<file path="src/rtl/apb_ram_arbiter_pkg.sv">
// Shared types and width defaults for the APB RAM arbiter.
// The optional ACCESS timeout is enabled by defining APB_ARB_TIMEOUT_EN.
package apb_arb_pkg;

  localparam int ADDR_WD_DEF = 8;
  localparam int DATA_WD_DEF = 32;

  typedef enum logic [1:0] {
    ST_IDLE     = 2'd0,
    ST_SETUP    = 2'd1,
    ST_ACCESS   = 2'd2,
    ST_COMPLETE = 2'd3
  } arb_state_e;

  function automatic int idx_wd(input int n);
    return (n > 1) ? $clog2(n) : 1;
  endfunction

endpackage

</file>
<file path="src/rtl/apb_ram_arbiter_if.sv">
// APB bus bundle between the arbiter (master) and the RAM completer (slave).
interface apb_ram_arbiter_if #(
  parameter int ADDR_WD = 8,
  parameter int DATA_WD = 32
);
  logic               PSEL;
  logic               PENABLE;
  logic               PWRITE;
  logic [ADDR_WD-1:0] PADDR;
  logic [DATA_WD-1:0] PWDATA;
  logic [DATA_WD-1:0] PRDATA;
  logic               PREADY;
  logic               PSLVERR;

  modport master (
    output PSEL, PENABLE, PWRITE, PADDR, PWDATA,
    input  PRDATA, PREADY, PSLVERR
  );

  modport slave (
    input  PSEL, PENABLE, PWRITE, PADDR, PWDATA,
    output PRDATA, PREADY, PSLVERR
  );
endinterface

</file>
<file path="src/rtl/apb_ram_arbiter_rr_arbiter.sv">
// Round-robin picker: scans upward from (last grant + 1) with wrap.
// The pointer moves only when the caller strobes upd on a real grant.
module rr_arbiter
  import apb_arb_pkg::*;
#(
  parameter int NREQ = 2,
  localparam int IW  = idx_wd(NREQ)
) (
  input  logic            PCLK,
  input  logic            PRESETn,
  input  logic [NREQ-1:0] req,
  input  logic            upd,
  output logic [NREQ-1:0] gnt,
  output logic [IW-1:0]   gnt_idx
);

  logic [IW-1:0] ptr;
  logic [IW-1:0] cand;
  logic          found;

  always_comb begin
    gnt_idx = '0;
    cand    = '0;
    found   = 1'b0;
    for (int k = 1; k <= NREQ; k++) begin
      cand = IW'((int'(ptr) + k) % NREQ);
      if (!found && req[cand]) begin
        found   = 1'b1;
        gnt_idx = cand;
      end
    end
    gnt = found ? (NREQ'(1) << gnt_idx) : '0;
  end

  // Reset to the top index so requester 0 has first priority.
  always_ff @(posedge PCLK or negedge PRESETn) begin
    if (!PRESETn)  ptr <= IW'(NREQ - 1);
    else if (upd)  ptr <= gnt_idx;
  end

endmodule

</file>
<file path="src/rtl/apb_ram_arbiter.sv">
// Shares one APB completer among NREQ requesters, one transfer at a time.
// Define APB_ARB_TIMEOUT_EN to bound the ACCESS phase to TIMEOUT cycles.
module apb_ram_arbiter
  import apb_arb_pkg::*;
#(
  parameter int ADDR_WD = ADDR_WD_DEF,
  parameter int DATA_WD = DATA_WD_DEF,
  parameter int NREQ    = 2,
  parameter int TIMEOUT = 16,
  localparam int IW     = idx_wd(NREQ)
) (
  input  logic                           PCLK,
  input  logic                           PRESETn,
  input  logic [NREQ-1:0]                REQ_VALID,
  input  logic [NREQ-1:0]                REQ_WRITE,
  input  logic [NREQ-1:0][ADDR_WD-1:0]   REQ_ADDR,
  input  logic [NREQ-1:0][DATA_WD-1:0]   REQ_WDATA,
  output logic [NREQ-1:0]                REQ_DONE,
  output logic [DATA_WD-1:0]             RSP_RDATA,
  output logic                           RSP_ERR,
  apb_ram_arbiter_if.master              apb
);

  localparam logic [1:0] IDLE     = ST_IDLE;
  localparam logic [1:0] SETUP    = ST_SETUP;
  localparam logic [1:0] ACCESS   = ST_ACCESS;
  localparam logic [1:0] COMPLETE = ST_COMPLETE;

  logic [1:0]         state;
  logic [NREQ-1:0]    gnt_q;
  logic               psel, penable, pwrite;
  logic [ADDR_WD-1:0] paddr;
  logic [DATA_WD-1:0] pwdata;
  logic [NREQ-1:0]    rr_gnt;
  logic [IW-1:0]      rr_idx;
  logic               grant_en;

  assign grant_en = (state == IDLE) && (|REQ_VALID);

  rr_arbiter #(.NREQ(NREQ)) u_rr (
    .PCLK    (PCLK),
    .PRESETn (PRESETn),
    .req     (REQ_VALID),
    .upd     (grant_en),
    .gnt     (rr_gnt),
    .gnt_idx (rr_idx)
  );

`ifdef APB_ARB_TIMEOUT_EN
  localparam int            CW      = $clog2(TIMEOUT + 1);
  localparam logic [CW-1:0] TO_LAST = CW'(TIMEOUT - 1);
  logic [CW-1:0] to_cnt;
`else
  logic unused_timeout;
  assign unused_timeout = (TIMEOUT == 0);
`endif

  always_ff @(posedge PCLK or negedge PRESETn) begin
    if (!PRESETn) begin
      state     <= IDLE;
      gnt_q     <= '0;
      psel      <= 1'b0;
      penable   <= 1'b0;
      pwrite    <= 1'b0;
      paddr     <= '0;
      pwdata    <= '0;
      REQ_DONE  <= '0;
      RSP_RDATA <= '0;
      RSP_ERR   <= 1'b0;
`ifdef APB_ARB_TIMEOUT_EN
      to_cnt    <= '0;
`endif
    end else begin
      REQ_DONE <= '0;
      case (state)
        IDLE: begin
          if (grant_en) begin
            gnt_q  <= rr_gnt;
            pwrite <= REQ_WRITE[rr_idx];
            paddr  <= REQ_ADDR[rr_idx];
            pwdata <= REQ_WDATA[rr_idx];
            psel   <= 1'b1;
            state  <= SETUP;
          end
        end
        SETUP: begin
          penable <= 1'b1;
          state   <= ACCESS;
`ifdef APB_ARB_TIMEOUT_EN
          to_cnt  <= '0;
`endif
        end
        ACCESS: begin
          if (apb.PREADY) begin
            psel     <= 1'b0;
            penable  <= 1'b0;
            REQ_DONE <= gnt_q;
            RSP_ERR  <= apb.PSLVERR;
            if (!pwrite) RSP_RDATA <= apb.PRDATA;
            state    <= COMPLETE;
          end
`ifdef APB_ARB_TIMEOUT_EN
          // Completer never answered: report an error with zeroed data.
          else if (to_cnt == TO_LAST) begin
            psel      <= 1'b0;
            penable   <= 1'b0;
            REQ_DONE  <= gnt_q;
            RSP_ERR   <= 1'b1;
            RSP_RDATA <= '0;
            state     <= COMPLETE;
          end else begin
            to_cnt <= to_cnt + 1'b1;
          end
`endif
        end
        COMPLETE: state <= IDLE;
        default:  state <= IDLE;
      endcase
    end
  end

  assign apb.PSEL    = psel;
  assign apb.PENABLE = penable;
  assign apb.PWRITE  = pwrite;
  assign apb.PADDR   = paddr;
  assign apb.PWDATA  = pwdata;

endmodule

</file>
<file path="src/flat_wrapper.sv">
// flat-port wrapper written by rule: the top's interface ports become plain ports
module apb_ram_arbiter_flat import apb_arb_pkg::*;
#(
  parameter int ADDR_WD = ADDR_WD_DEF,
  parameter int DATA_WD = DATA_WD_DEF,
  parameter int NREQ    = 2,
  parameter int TIMEOUT = 16,
  localparam int IW     = idx_wd(NREQ)
)
  (PCLK, PRESETn, REQ_VALID, REQ_WRITE, REQ_ADDR, REQ_WDATA, REQ_DONE, RSP_RDATA, RSP_ERR, apb_PSEL, apb_PENABLE, apb_PWRITE, apb_PADDR, apb_PWDATA, apb_PRDATA, apb_PREADY, apb_PSLVERR);
  apb_ram_arbiter_if #(.ADDR_WD(ADDR_WD), .DATA_WD(DATA_WD)) apb_i ();
  input  logic PCLK;
  input  logic PRESETn;
  input  logic [NREQ-1:0] REQ_VALID;
  input  logic [NREQ-1:0] REQ_WRITE;
  input  logic [NREQ-1:0][ADDR_WD-1:0] REQ_ADDR;
  input  logic [NREQ-1:0][DATA_WD-1:0] REQ_WDATA;
  output logic [NREQ-1:0] REQ_DONE;
  output logic [DATA_WD-1:0] RSP_RDATA;
  output logic RSP_ERR;
  output wire logic [$bits(apb_i.PSEL)-1:0] apb_PSEL;
  output wire logic [$bits(apb_i.PENABLE)-1:0] apb_PENABLE;
  output wire logic [$bits(apb_i.PWRITE)-1:0] apb_PWRITE;
  output wire logic [$bits(apb_i.PADDR)-1:0] apb_PADDR;
  output wire logic [$bits(apb_i.PWDATA)-1:0] apb_PWDATA;
  input wire logic [$bits(apb_i.PRDATA)-1:0] apb_PRDATA;
  input wire logic [$bits(apb_i.PREADY)-1:0] apb_PREADY;
  input wire logic [$bits(apb_i.PSLVERR)-1:0] apb_PSLVERR;
  assign apb_PSEL = apb_i.PSEL;
  assign apb_PENABLE = apb_i.PENABLE;
  assign apb_PWRITE = apb_i.PWRITE;
  assign apb_PADDR = apb_i.PADDR;
  assign apb_PWDATA = apb_i.PWDATA;
  assign apb_i.PRDATA = apb_PRDATA;
  assign apb_i.PREADY = apb_PREADY;
  assign apb_i.PSLVERR = apb_PSLVERR;
  apb_ram_arbiter #(.ADDR_WD(ADDR_WD), .DATA_WD(DATA_WD), .NREQ(NREQ), .TIMEOUT(TIMEOUT)) u_core (.PCLK(PCLK), .PRESETn(PRESETn), .REQ_VALID(REQ_VALID), .REQ_WRITE(REQ_WRITE), .REQ_ADDR(REQ_ADDR), .REQ_WDATA(REQ_WDATA), .REQ_DONE(REQ_DONE), .RSP_RDATA(RSP_RDATA), .RSP_ERR(RSP_ERR), .apb(apb_i));
endmodule
</file>
<file path="config.mk">
export PLATFORM = sky130hd
export DESIGN_NAME = apb_ram_arbiter_flat
export DESIGN_NICKNAME = d
export VERILOG_FILES = /design/src/rtl/apb_ram_arbiter_pkg.sv /design/src/rtl/apb_ram_arbiter_if.sv /design/src/rtl/apb_ram_arbiter_rr_arbiter.sv /design/src/rtl/apb_ram_arbiter.sv /design/src/flat_wrapper.sv
export SDC_FILE = /design/constraint.sdc
export NUM_CORES = 1
export LEC_CHECK = 0
export CAP_MARGIN = 40
export CORE_MARGIN = 5
export CORE_UTILIZATION = 42
export DETAILED_ROUTE_END_ITERATION = 12
export GPL_TIMING_DRIVEN = 0
export PLACE_DENSITY = 0.85
export SLEW_MARGIN = 20
export SYNTH_ARGS = -nofsm -noshare
export SYNTH_HDL_FRONTEND = slang
export SYNTH_SLANG_ARGS = --single-unit
</file>
<file path="constraint.sdc">
create_clock -name PCLK -period 4.7 [get_ports PCLK]
set_input_delay 0.705 -clock PCLK [delete_from_list [all_inputs] [get_ports PCLK]]
set_output_delay 0.705 -clock PCLK [all_outputs]
set_load 0.01 [all_outputs]
</file>
Word-level counts from Yosys, hierarchy flattened
Index checks and enable logic that the tools add are counted.
{"block": "totals", "elab_cells": 60, "register_bits": 83, "out_inout_bits": 78, "in_bits": 120}
{"block": "op_classes", "muxes": 24, "order_cmp": 3, "add_sub_neg": 2, "n_shift": 1, "n_eq_ne": 5, "bitwise_logic": 1, "n_reduce_logical": 13}
{"op": "$mux W32", "n": 2}
{"op": "$mux W8", "n": 2}
{"op": "$mux W1", "n": 12}
{"op": "$mux W2", "n": 5}
{"op": "$pmux W2 S4", "n": 1}
{"op": "$reduce_and A2 Y1", "n": 4}
{"op": "$lt A1 B2 Y1 const B", "n": 3}
{"op": "$reduce_and A3 Y1", "n": 2}
{"op": "$eq A2 B2 Y1 const B", "n": 2}
{"op": "$pmux W1 S2", "n": 2}
{"op": "$reduce_bool A2 Y1", "n": 2}
{"op": "$add A1 B1 Y1 const B", "n": 2}
{"op": "$eq A2 B1 Y1 const B", "n": 1}
{"op": "$logic_and A1 B1 Y1", "n": 2}
{"op": "$logic_not A2 Y1", "n": 1}
{"op": "$ne A2 B1 Y1 const B", "n": 1}
{"op": "$ne A2 B2 Y1 const B", "n": 1}
{"op": "$reduce_or A2 Y1", "n": 1}
{"op": "$shl A1 B1 Y2 const A", "n": 1}
{"op": "$logic_not A1 Y1", "n": 1}
{"op": "$not A1 Y1", "n": 1}

Logic depth before layout (Yosys ltp)
{"block": "depth", "ltp_word": 9, "depth_mapped": 8, "depth_no_buf": 5}

By module
A second synthesis with hierarchy kept.
{"block": "unflattened", "cells_unflattened": 288, "hier_area_um2": 3723.6}
{"module": "apb_ram_arbiter", "n_inst": 1, "cells_each": 282, "seq_area_each_um2": 2052.0, "area_per_inst_um2": 3652.3}
{"module": "rr_arbiter", "n_inst": 1, "cells_each": 6, "seq_area_each_um2": 26.3, "area_per_inst_um2": 71.3}

Least setup slack after synthesis
OpenSTA, ideal clock, no wires.
{"block": "synth_path", "kind": "register to register", "start": "reg u_core.state[0]", "end": "reg u_core.RSP_RDATA[10]", "required_ns": 4.575, "setup_slack_ns": 3.024, "arrival_ns": 1.551, "path_stages_with_launch": 8, "period_less_slack_ns": 1.676, "path_buffers": 2, "setup_ns": 0.125, "path_cell_list": "dfrtp_1 inv_1 ha_1 nand2_2 or2_1 buf_6 buf_12 mux2_4"}
{"block": "synth_between", "elab_chain_len": 2}
{"element": "start, declared", "line_no": "apb_ram_arbiter.sv:29", "text": "logic [1:0] state;"}
{"element": "start signal, assigned", "line_no": "apb_ram_arbiter.sv:60", "text": "state <= IDLE;"}
{"element": "start signal, assigned", "line_no": "apb_ram_arbiter.sv:83", "text": "state <= SETUP;"}
{"element": "start signal, assigned", "line_no": "apb_ram_arbiter.sv:88", "text": "state <= ACCESS;"}
{"element": "$eq A2 B2 Y1", "line_no": "apb_ram_arbiter.sv:75", "text": "case (state)"}
{"element": "$reduce_and A3 Y1 (no line)"}
{"element": "end signal, assigned", "line_no": "apb_ram_arbiter.sv:99", "text": "if (!pwrite) RSP_RDATA <= apb.PRDATA;"}
{"element": "end, declared", "line_no": "apb_ram_arbiter.sv:19", "text": "output logic [DATA_WD-1:0] RSP_RDATA,"}
No other way between the ends.
A chain may end at the register's enable or synchronous reset.

Worst setup path in the final report
{"block": "layout_path", "start": "in apb_PREADY", "end": "reg u_core.RSP_RDATA[3]"}
{"block": "layout_between", "elab_chain_len": 1}
{"element": "start, declared", "line_no": "flat_wrapper.sv:27", "text": "input wire logic [$bits(apb_i.PREADY)-1:0] apb_PREADY;"}
{"element": "$reduce_and A3 Y1 (no line)"}
No other way between the ends.

==> flow_summary.ini <==
[place]
port_buffers = 196
place_inst = 637
routabilityCongestion = 0.765
dpl.hpwl_um = 8330

[pwr]
power_density_nw_per_um2 = 617
peakVddDrop_uv = 302
total_power_w = 0.00369
p_leak_nw = 2.68

[global_route]
grt_pass1_vias = 3321
grt_max_degree = 44
grt.total_usage = 0.198
grt_pass1_wl_um = 16500
antenna_found_initial = 0
gr-total-overflow = 0

[min_path]
hold_class = primary input to async pin

[routing]
wire_per_inst_um = 16.6
drc = 0
route.vias.total = 3234
initialDrtViolationCount = 68
routed_via_density = 4.95
drt_wl_total_um = 10900
route.antenna.remaining_nets = 0
firstDrtPassIters = 6

[worst_setup_path]
reg2reg_from = u_core.state[0]
crit_slowest_cell = clkdlybuf4s50_1
r2r_slack_ps = 2800
max_stage_delay_ps = 580
cp_cell_sequence = clkdlybuf4s50_1 -> nand2_2 -> or2_1 -> buf_6 -> buf_12 -> mux2_4
path_buf_inv = 3
critPathCaptureType = register
startpoint_type = primary input
crit_type = primary input to register
crit_arrival_ps = 2240
worst-path-max-fanout = 10
r2r_cells = 7
worstPathRequired_ps = 4910
crit_family = buffers and inverters
r2r_end = u_core.RSP_RDATA[3]

[cts]
htreeDepth = 3
hold_buffers = 0
postCtsSetupBuffers = 0
cts-root-buf = clkbuf_8
cts_buffer_depth = 2
clk_pin_slew_ps = 80
cts_made_buffers = 9
cts_resized = 0
insertion_delay_ps = 340
clock_sinks = 83
cts_tree = built

[timing]
hold_violations = 0
finalSetupViolations = 0
max_freq_mhz = 494
max_slew_margin = 0.652
rsz0062_at_grt = no
tightestPinTransition_ps = 523
period_share = 0.430
post-route-min-period_ps = 2020
hold_ws_ps = 337
slew_violations = 0
fin_skew_ps = 13.1

[logic_synthesis]
synth.avg_cell_area_um2 = 11.0
yosysWarningCount = 0
ys_seq_area_frac = 0.568
synth.area.top_cells = dfrtp_1, mux2_4, a21oi_1
synth_nets = 456
postSynthCellCount = 332
ys_ff_latch = 83
synth_cell_type_count = 26
netlist_area_um2 = 3660
synth_top_area_share = 0.561
synth_largest_area_cell = dfrtp_1

[die]
die_area_um2 = 10700
ios = 198
core_area_um2 = 8590
initial_core_util = 0.426
num_rows = 34
die_x_um = 103
fp.dieH_um = 103

[final_layout]
layout-drive-gt1-share = 0.134
syn2layout_area_growth_pct = 63.5
diodes = 0
n_fill_cell = 653
fin_cells = 653
fin_nets = 664

[run]
maxCapViolCount = 0

[run_status]
outcome = finished clean
metrics by stage:
stage	cell area [µm²]	setup slack (ps)	setup TNS (ps)	utilization
finish	5980	2680	0	0.696
CTS	5980	2680	0	0.696
global placement	5760	-26.1	-1730	0.670
floorplan	3660	3020	0	-
global route	5980	2610	0	0.696
detailed placement	5770	2330	0	0.672
cells in the final DEF, fill, tap and decap left out, types with 7 or more instances in the layout:
master	instances
clkdlybuf4s50_1	195
a21oi_1	87
dfrtp_1	82
nor2_1	43
nand2_1	41
mux2_4	30
buf_2	14
clkbuf_8	9
clkbuf_1	7
flip-flops by register name (all words and copies together) (netlist names), named ones only:
register,count
u_core.RSP_RDATA,32
u_core.apb.PADDR,8
u_core.apb.PENABLE,1
u_core.gnt_q,2
u_core.apb.PWDATA,32
u_core.apb.PSEL,1
u_core.RSP_ERR,1
u_core.REQ_DONE,2
u_core.state,2
u_core.apb.PWRITE,1
Yosys cell counts:
cell and count:
nand2_1 41, buf_6 1, a21oi_1 87, ha_1 4, mux2_4 30, or2_1 1, a31oi_1 1, o21ai_1 1
o21a_1 1, buf_2 14, o2bb2ai_1 1, inv_1 3, o32a_1 1, dfrtp_1 82, clkbuf_1 5, and3_2 2
a22o_1 1, dfstp_2 1, mux2i_1 1, a21bo_1 1, a21boi_2 1, mux2_2 4, buf_12 3, nor2_1 43
nor3b_1 1, nand2_2 1
how the worst max path moves through the flow:
stage / startpoint / slack, ps / to / cells past startpoint
after floorplan: u_core.state[0] / 3020 / u_core.RSP_RDATA[10] / 7
after global placement: PRESETn / -30 / u_core.RSP_RDATA[20] / 1
after detailed placement: apb_PREADY / 2330 / u_core.RSP_RDATA[1] / 6
after CTS: u_core.RSP_RDATA[1] / 2680 / RSP_RDATA[1] / 1
after global routing: REQ_VALID[1] / 2610 / u_core.apb.PWDATA[3] / 5
final: apb_PREADY / 2680 / u_core.RSP_RDATA[3] / 6
cell type report:
cell class                 count  area, µm²  area share
sequential                    83       2080       0.347
timing repair buffer         197       1980       0.331
multi-input combinational    223       1410       0.236
buffer                        23        160      0.0268
tap                          108        135      0.0226
clock buffer                  11        131      0.0220
clock inverter                 5       77.6      0.0130
inverter                       3       11.3     0.00188
routing by layer:
layer / track usage / vias to the layer above / wire [µm]
met5: 0 / - / 0
met4: 0.0578 / 0 / 183
met3: 0.0476 / 20 / 749
met2: 0.344 / 127 / 5400
met1: 0.247 / 1555 / 4530
li1: - / 1532 / -
cell families after synthesis:
family,Yosys count,share of synthesized area
AOI/OAI and AO/OA,95,0.137
and+or+nand+nor,89,0.0958
DFF,83,0.568
muxes,35,0.138
buffers and inverters,26,0.0469
adders and majority gates,4,0.0137
report_power, final:
part	switching [W]	internal [W]	leakage, nW	total, W
registers	0.000199	0.00108	0.962	0.00128
clock network	0.000251	0.000298	0.103	0.000549
logic	0.000779	0.00109	1.61	0.00187
Note: power is estimated with default switching activity, not from simulation.
